**config.mk**
```make
export PLATFORM = sky130hd
export DESIGN_NAME = writeback_stage
export DESIGN_NICKNAME = d
export VERILOG_FILES = /design/src/rtl/cpu_pkg.sv /design/src/rtl/writeback_stage_half_assembler.sv /design/src/rtl/writeback_stage.sv
export SDC_FILE = /design/constraint.sdc
export NUM_CORES = 1
export LEC_CHECK = 0
export BUFFER_PORTS_ARGS = -buffer_cell sky130_fd_sc_hd__buf_4
export CORE_MARGIN = 2
export CORE_UTILIZATION = 58
export CTS_BUF_LIST = sky130_fd_sc_hd__clkbuf_16
export DETAILED_ROUTE_END_ITERATION = 16
export GPL_TIMING_DRIVEN = 0
export PLACE_DENSITY = 0.95
export SKIP_CTS_REPAIR_TIMING = 1
export SLEW_MARGIN = 15
export SYNTH_ARGS = -nofsm -noshare
export SYNTH_HDL_FRONTEND = slang
export SYNTH_SLANG_ARGS = --single-unit
```
**constraint.sdc**
```tcl
create_clock -name clk_i -period 8.6 [get_ports clk_i]
set_clock_uncertainty 0.2 [all_clocks]
set_input_delay 2.58 -clock clk_i [delete_from_list [all_inputs] [get_ports clk_i]]
set_output_delay 2.58 -clock clk_i [all_outputs]
set_load 0.005 [all_outputs]
```
**src/rtl/cpu_pkg.sv**
```systemverilog
// Shared types and constants for the Thumb-style core pipeline.
// Holds the writeback FSM state type, default widths and NZCV bit positions.
package cpu_pkg;

  localparam int DATA_W_DEF  = 32;
  localparam int HALF_W_DEF  = 16;
  localparam int RADDR_W_DEF = 4;

  localparam int NZCV_N = 3;
  localparam int NZCV_Z = 2;
  localparam int NZCV_C = 1;
  localparam int NZCV_V = 0;

  typedef enum logic [1:0] {
    ST_IDLE    = 2'd0,
    ST_LO_WAIT = 2'd1,
    ST_HI_WAIT = 2'd2
  } wb_state_t;

endpackage

```
**src/rtl/writeback_stage_half_assembler.sv**
```systemverilog
// Load data assembler: holds the low 16-bit beat and joins it with the live high beat.
// The high half is not stored because the word is written on the same beat it arrives.
module half_assembler
  import cpu_pkg::*;
#(
  parameter int HALF_W = HALF_W_DEF
) (
  input  logic                clk_i,
  input  logic                rst_i,
  input  logic                lo_we_i,
  input  logic [HALF_W-1:0]   half_i,
  output logic [2*HALF_W-1:0] word_o
);

  logic [HALF_W-1:0] lo_q;
  logic [HALF_W-1:0] lo_d;

  // Low-half next-state selection
  always_comb begin
    lo_d = lo_q;
    if (lo_we_i) begin
      lo_d = half_i;
    end else begin
      lo_d = lo_q;
    end
  end

  // Low-half storage
  always_ff @(posedge clk_i or posedge rst_i) begin
    if (rst_i) begin
      lo_q <= '0;
    end else begin
      lo_q <= lo_d;
    end
  end

  assign word_o = {half_i, lo_q};

endmodule

```
**src/rtl/writeback_stage.sv**
```systemverilog
// Writeback stage: ALU/load writeback arbitration, load beat FSM, skid entry and NZCV.
// Optional bypass outputs are enabled by defining WB_FORWARD_EN.
module writeback_stage
  import cpu_pkg::*;
#(
  parameter int DATA_W  = DATA_W_DEF,
  parameter int HALF_W  = HALF_W_DEF,
  parameter int RADDR_W = RADDR_W_DEF
) (
  input  logic               clk_i,
  input  logic               rst_i,
  input  logic [DATA_W-1:0]  data_calc_i,
  input  logic               mem_to_reg_i,
  input  logic [RADDR_W-1:0] rf_wr_select_i,
  input  logic               rf_wr_en_i,
  input  logic [3:0]         alu_status_i,
  input  logic               status_we_i,
  input  logic [HALF_W-1:0]  mem_rdata_i,
  input  logic               mem_rvalid_i,
  output logic [DATA_W-1:0]  rf_wr_data_o,
  output logic [RADDR_W-1:0] rf_wr_addr_o,
  output logic               rf_wr_en_o,
  output logic [3:0]         status_o,
  output logic               load_busy_o
`ifdef WB_FORWARD_EN
  ,
  output logic               fwd_valid_o,
  output logic [RADDR_W-1:0] fwd_addr_o,
  output logic [DATA_W-1:0]  fwd_data_o
`endif
);

  wb_state_t          state_q, state_d;
  logic [RADDR_W-1:0] ld_addr_q, ld_addr_d;
  logic               skid_valid_q, skid_valid_d;
  logic [RADDR_W-1:0] skid_addr_q, skid_addr_d;
  logic [DATA_W-1:0]  skid_data_q, skid_data_d;
  logic               wr_en_q, wr_en_d;
  logic [RADDR_W-1:0] wr_addr_q, wr_addr_d;
  logic [DATA_W-1:0]  wr_data_q, wr_data_d;
  logic [3:0]         status_q, status_d;

  logic               alu_wr_s;
  logic               load_req_s;
  logic               lo_we_s;
  logic               load_done_s;
  logic [DATA_W-1:0]  asm_word_s;

  assign alu_wr_s   = rf_wr_en_i & ~mem_to_reg_i;
  assign load_req_s = rf_wr_en_i & mem_to_reg_i;

  half_assembler #(
    .HALF_W (HALF_W)
  ) u_half_assembler (
    .clk_i   (clk_i),
    .rst_i   (rst_i),
    .lo_we_i (lo_we_s),
    .half_i  (mem_rdata_i),
    .word_o  (asm_word_s)
  );

  // Load FSM next state and write-port arbitration (load > skid > new ALU write)
  always_comb begin
    state_d      = state_q;
    ld_addr_d    = ld_addr_q;
    skid_valid_d = skid_valid_q;
    skid_addr_d  = skid_addr_q;
    skid_data_d  = skid_data_q;
    wr_en_d      = 1'b0;
    wr_addr_d    = wr_addr_q;
    wr_data_d    = wr_data_q;
    lo_we_s      = 1'b0;
    load_done_s  = 1'b0;

    case (state_q)
      ST_IDLE: begin
        if (load_req_s) begin
          state_d   = ST_LO_WAIT;
          ld_addr_d = rf_wr_select_i;
        end else begin
          state_d   = ST_IDLE;
        end
      end
      ST_LO_WAIT: begin
        if (mem_rvalid_i) begin
          lo_we_s = 1'b1;
          state_d = ST_HI_WAIT;
        end else begin
          state_d = ST_LO_WAIT;
        end
      end
      ST_HI_WAIT: begin
        if (mem_rvalid_i) begin
          load_done_s = 1'b1;
          state_d     = ST_IDLE;
        end else begin
          state_d     = ST_HI_WAIT;
        end
      end
      default: begin
        state_d = ST_IDLE;
      end
    endcase

    // A displaced ALU write always parks in the skid entry so nothing drops
    if (load_done_s) begin
      wr_en_d   = 1'b1;
      wr_addr_d = ld_addr_q;
      wr_data_d = asm_word_s;
      if (alu_wr_s) begin
        skid_valid_d = 1'b1;
        skid_addr_d  = rf_wr_select_i;
        skid_data_d  = data_calc_i;
      end else begin
        skid_valid_d = skid_valid_q;
      end
    end else if (skid_valid_q) begin
      wr_en_d   = 1'b1;
      wr_addr_d = skid_addr_q;
      wr_data_d = skid_data_q;
      if (alu_wr_s) begin
        skid_valid_d = 1'b1;
        skid_addr_d  = rf_wr_select_i;
        skid_data_d  = data_calc_i;
      end else begin
        skid_valid_d = 1'b0;
      end
    end else if (alu_wr_s) begin
      wr_en_d   = 1'b1;
      wr_addr_d = rf_wr_select_i;
      wr_data_d = data_calc_i;
    end else begin
      wr_en_d   = 1'b0;
    end
  end

  // Status register next state
  always_comb begin
    status_d = status_q;
    if (status_we_i) begin
      status_d = alu_status_i;
    end else begin
      status_d = status_q;
    end
  end

  // Pipeline state registers
  always_ff @(posedge clk_i or posedge rst_i) begin
    if (rst_i) begin
      state_q      <= ST_IDLE;
      ld_addr_q    <= '0;
      skid_valid_q <= 1'b0;
      skid_addr_q  <= '0;
      skid_data_q  <= '0;
      wr_en_q      <= 1'b0;
      wr_addr_q    <= '0;
      wr_data_q    <= '0;
      status_q     <= 4'b0000;
    end else begin
      state_q      <= state_d;
      ld_addr_q    <= ld_addr_d;
      skid_valid_q <= skid_valid_d;
      skid_addr_q  <= skid_addr_d;
      skid_data_q  <= skid_data_d;
      wr_en_q      <= wr_en_d;
      wr_addr_q    <= wr_addr_d;
      wr_data_q    <= wr_data_d;
      status_q     <= status_d;
    end
  end

  assign rf_wr_en_o   = wr_en_q;
  assign rf_wr_addr_o = wr_addr_q;
  assign rf_wr_data_o = wr_data_q;
  assign status_o     = status_q;
  assign load_busy_o  = (state_q != ST_IDLE) | skid_valid_q;

`ifdef WB_FORWARD_EN
  // Bypass sees the value the register file will take at the next edge
  assign fwd_valid_o = wr_en_d & ~rst_i;
  assign fwd_addr_o  = wr_addr_d;
  assign fwd_data_o  = wr_data_d;
`endif

endmodule

```
### Yosys cells after proc, flatten, opt, wreduce, memory -nomap -nowiden

Cells that the tools add are included.

| storage, ports and cells | value |
|---|---|
| register bits after elaboration | 100 |
| input port bits | 62 |
| output and inout port bits | 42 |
| word-level logic and storage cells | 47 |

| operators by class | value |
|---|---|
| equality and inequality tests | 3 |
| multiplexer cells | 25 |
| bitwise logic cells | 4 |
| reduce and logical (&&, ||, !) cells | 5 |

Operators by type and width:

| operator | number |
|---|---|
| two-way mux 32 bit | 6 |
| two-way mux 4 bit | 6 |
| two-way mux 1 bit | 10 |
| case mux 2 bit (3 select lines) | 1 |
| two-way mux 2 bit | 2 |
| nonzero test 2 bit | 2 |
| nonzero test 3 bit | 1 |
| AND 1 bit | 2 |
| equality test 2 x 1 -> 1 bit (second input constant) | 1 |
| equality test 2 bit (second input constant) | 1 |
| zero test 2 bit | 1 |
| inequality test 2 bit (second input constant) | 1 |
| AND reduction 2 bit | 1 |
| NOT 1 bit | 1 |
| OR 1 bit | 1 |

### Depth between registers and ports, before layout

| logic depth | value |
|---|---|
| depth after elaboration | 5 |
| depth in mapped cells | 5 |
| gate-level depth less buffers | 3 |

### Modules after synthesis

From an unflattened synthesis, not the netlist that was laid out.

| second synthesis, totals | value |
|---|---|
| cell total of the unflattened synthesis | 318 |
| area, all modules | 4922.2 um^2 |

By module, submodules not included:

| module | times used | cells an instance | area each (um^2) | seq. area each (um^2) |
|---|---|---|---|---|
| writeback_stage | 1 | 267 | 4149.0 | 2102.0 |
| half_assembler | 1 | 51 | 773.2 | 400.4 |

### Worst setup path before layout

OpenSTA, ideal clock, no wires.

| path | value |
|---|---|
| kind | input to register |
| from | in mem_rvalid_i |
| to | reg wr_addr_q[3], in the netlist rf_wr_addr_o[3] |
| library setup time | 125 ps |
| arrival time | 3705 ps |
| setup slack | 4569 ps |
| cell stages on the path | 5 |
| buffers on the path | 2 |
| cells stage by stage | and3b_1 -> or3_1 -> buf_6 -> buf_6 -> mux2_4 |

| on the way | value |
|---|---|
| word-level cells in the longest chain between the ends | 3 |
| elaborated cells on any way between the ends | 4 |
| classes of those cells | mux (3); reduce/logical (1) |

Ends and longest elaborated chain:

| item | RTL line | RTL |
|---|---|---|
| from (decl) | writeback_stage.sv:19 | `input logic mem_rvalid_i,` |
| two-way mux 1 bit (*) | writeback_stage.sv:93 | `if (mem_rvalid_i) begin` |
| two-way mux 1 bit (*) | writeback_stage.sv:75 | `case (state_q)` |
| nonzero test 3 bit (no source line) or two-way mux 4 bit (tied branches) | n/a |  |
| to (signal assigned) | writeback_stage.sv:166 | `wr_addr_q <= wr_addr_d;` |
| to (decl) | writeback_stage.sv:39 | `logic [RADDR_W-1:0] wr_addr_q, wr_addr_d;` |

Mark *: on every way between the ends. The rest lies on a longest branch, timed or not.
A chain may end at the register's enable or synchronous reset.

### Final worst setup path

| path | value |
|---|---|
| from | reg skid_valid_q |
| to | out load_busy_o |

| on the way | value |
|---|---|
| word-level cells in the longest chain between the ends | 1 |

Ends and longest elaborated chain:

| item | RTL line | RTL |
|---|---|---|
| from (decl) | writeback_stage.sv:35 | `logic skid_valid_q, skid_valid_d;` |
| from (signal assigned) | writeback_stage.sv:162 | `skid_valid_q <= skid_valid_d;` |
| OR 1 bit | writeback_stage.sv:176 | `assign load_busy_o = (state_q != ST_IDLE) \| skid_valid_q;` |
| to (decl) | writeback_stage.sv:24 | `output logic load_busy_o` |

No other way between the ends.

==> results.md <==
* Status: complete, no violations
* Post-Synth XOR/XNOR Area at 0
* Final setup TNS at 0 ns
* Post-layout min period at 4.50 ns
* Syn avg cell area at 15.7 um^2
* Routed Antenna Nets at 0
* Clock tree from TritonCTS: yes
* Total chip power at 1.60 mW
* Main combinational cell family by area after synthesis: multiplexers
* Most common cell after layout, fill and taps aside: mux2_2
* Crit. End Element: output port
* Worst Path Class, Setup: reg -> out
* First-pass GRT wire length at 15.7 mm
* Startpoint Class: flop
* Leak Pwr at 2.75 nW
* Ant. Diodes at 0
* H-tree Lvls at 3
* Netlist Area Pre-Place at 4700 um^2
* Die span in x at 94.0 um
* Fraction of the cycle the final worst path needs at 0.523
* Vias per cell at 5.51
* Routed WL at 9.91 mm
* Bufs on Longest Clock Path at 2
* Most frequent cells in the layout: mux2_2 (139), buf_4 (103), dfrtp_1 (100)
* Area grow syn2layout at 25.8%
* Wire per inst at 19.0 um
* Sequential area share after synthesis at 0.532
* Distinct cells, synth at 19
* Cell taking the most area after synthesis: dfrtp_1
* Nets at 477
* Max cap viols at 0
* Post-Syn Nets at 362
* Synth area leaders: dfrtp_1 (53%), mux2_2 (33%), mux2_4 (9.3%), buf_2 (0.96%), buf_6 (0.96%)
* Synth Warn # at 0
* HP Class: reg -> reg
* Hold Fails Final Rpt at 0
* Synthesis-stage register bit count at 100
* WP data required at 5.82 ns
* Layout cells sized above 1 at 0.724
* RSZ-0062 raised after global routing: false
* Port Buffers at 103
* Synth Area in Compound Gates at 0.00293
* Synth Area in Adders at 0
* Worst slew margin at 0.512
* Critical path arrival at 1.72 ns
* Die ar. at 8840 um^2
* Tot GR Track Use at 0.239
* Cell Rows at 32
* Max Transition Viols Final at 0
* Dpl hpwl at 7.03 mm
* Die height at 94.0 um
* Grt ovf at 0
* Clock root buffer: clkbuf_16
* Largest net degree at the start of global routing at 55
* VDD IR-drop max at 0.130 mV
* Core area at 7810 um^2
* Routed via count at 2876
* Pwr/cell area at 271 nW/um^2
* Post-synthesis mux area share at 0.426
* Worst-Skew Late Latency at 0.34 ns
* Gate Count Post-Synth at 300
* Initial DRC count at 80
* RD Place Congestion at 0.760
* Top-area cell type share of the netlist area at 0.532
* Crit-path max FO at 10
* IO Pins at 104
* Final-report setup violation count at 0
* Vias in the first global route at 3132
* Sink Count at 100
* Fill cells at 510
* Initial Util at 0.602
* Worst Tran Pin Value at 0.726 ns
* Post-synthesis simple-gate area fraction at 0.0168
* Clock Pin Slew Worst Setup and Hold Paths at 0.07 ns
* Clock buffers created by TritonCTS at 9
* Max Freq at 222 MHz
* Initial antenna violation count at 0
* Final design utilization at 0.757
* TritonRoute pass-1 iters at 4
* DRC Markers at 0
flip-flops by register name, summed over array words and instances, names as in the netlist:
signal                 count
rf_wr_data_o              32
skid_data_q               32
u_half_assembler.lo_q     16
ld_addr_q                  4
rf_wr_addr_o               4
skid_addr_q                4
status_o                   4
state_q                    2
rf_wr_en_o                 1
skid_valid_q               1
power breakdown:
| part | switching [mW] | internal (mW) | leakage (nW) |
|---|---|---|---|
| clock network | 0.182 | 0.197 | 0.124 |
| registers | 0.103 | 0.662 | 1.21 |
| logic | 0.145 | 0.311 | 1.42 |
| total | 0.430 | 1.17 | 2.75 |
routing by layer:
layer / part of all wire / global-route usage
met5: 0 / 0
met4: 0.010 / 0.0688
met3: 0.051 / 0.0626
met2: 0.51 / 0.403
met1: 0.43 / 0.304
through the flow:
step,instance area (um^2),hold WS (ns),setup slack (ns),instances
CTS,5910,0.303,4.10,522
finish,5910,0.302,4.10,522
global route,5910,0.312,4.04,522
floorplan,4700,0.274,3.20,300
global placement,5600,0.281,2.11,505
detailed placement,5630,0.287,4.15,506
critical path: stages, from the launching register on:
cell	delay, ns
dfrtp_1	0.41
buf_2	0.23
buf_2	0.24
or3_1	0.34
buf_4	0.15
logic make-up after synthesis:
group                  count (synthesis)
muxes                                168
DFF                                  100
buffers and inverters                 17
AOI/OAI and AO/OA                      2
and+or+nand+nor                       13
area by class of cell:
cell class | count | area [um^2] | share of cell area
Sequential cell | 100 | 2500 | 0.423
Multi-Input combinational cell | 183 | 2090 | 0.354
Timing Repair Buffer | 104 | 801 | 0.135
Clock buffer | 9 | 225 | 0.0381
Tap cell | 102 | 128 | 0.0216
Buffer | 16 | 101 | 0.0171
Clock inverter | 7 | 52.6 | 0.00889
Inverter | 1 | 8.76 | 0.00148
cells in the mapped netlist:
library cell and count:
mux2_2 139, and3b_1 1, nand2_1 3, o21ai_2 1
nand3b_1 2, nor3b_1 1, dfrtp_1 100, o21ai_0 1
or2_2 1, nand2b_1 1, mux2_4 29, nor3_1 1
buf_1 2, clkbuf_1 1, or3_1 2, inv_1 1
buf_2 9, buf_6 4, nor2b_1 1
worst paths after layout:
| kind | start | endpoint | slack (ns) | cells after the start |
|---|---|---|---|---|
| setup / recovery | skid_valid_q | load_busy_o | 4.10 | 4 |
| hold / removal | skid_data_q[11] | skid_data_q[11] | 0.30 | 1 |
| setup reg to reg | skid_valid_q | skid_data_q[27] | 6.36 | 4 |
| hold reg to reg | skid_data_q[11] | skid_data_q[11] | 0.30 | 1 |
| max in group asynchronous | rst_i | u_half_assembler.lo_q[1] | 5.54 | 3 |
| min in group asynchronous | rst_i | rf_wr_data_o[26] | 2.06 | 2 |
No activity file was read; power rests on OpenSTA's default activity.
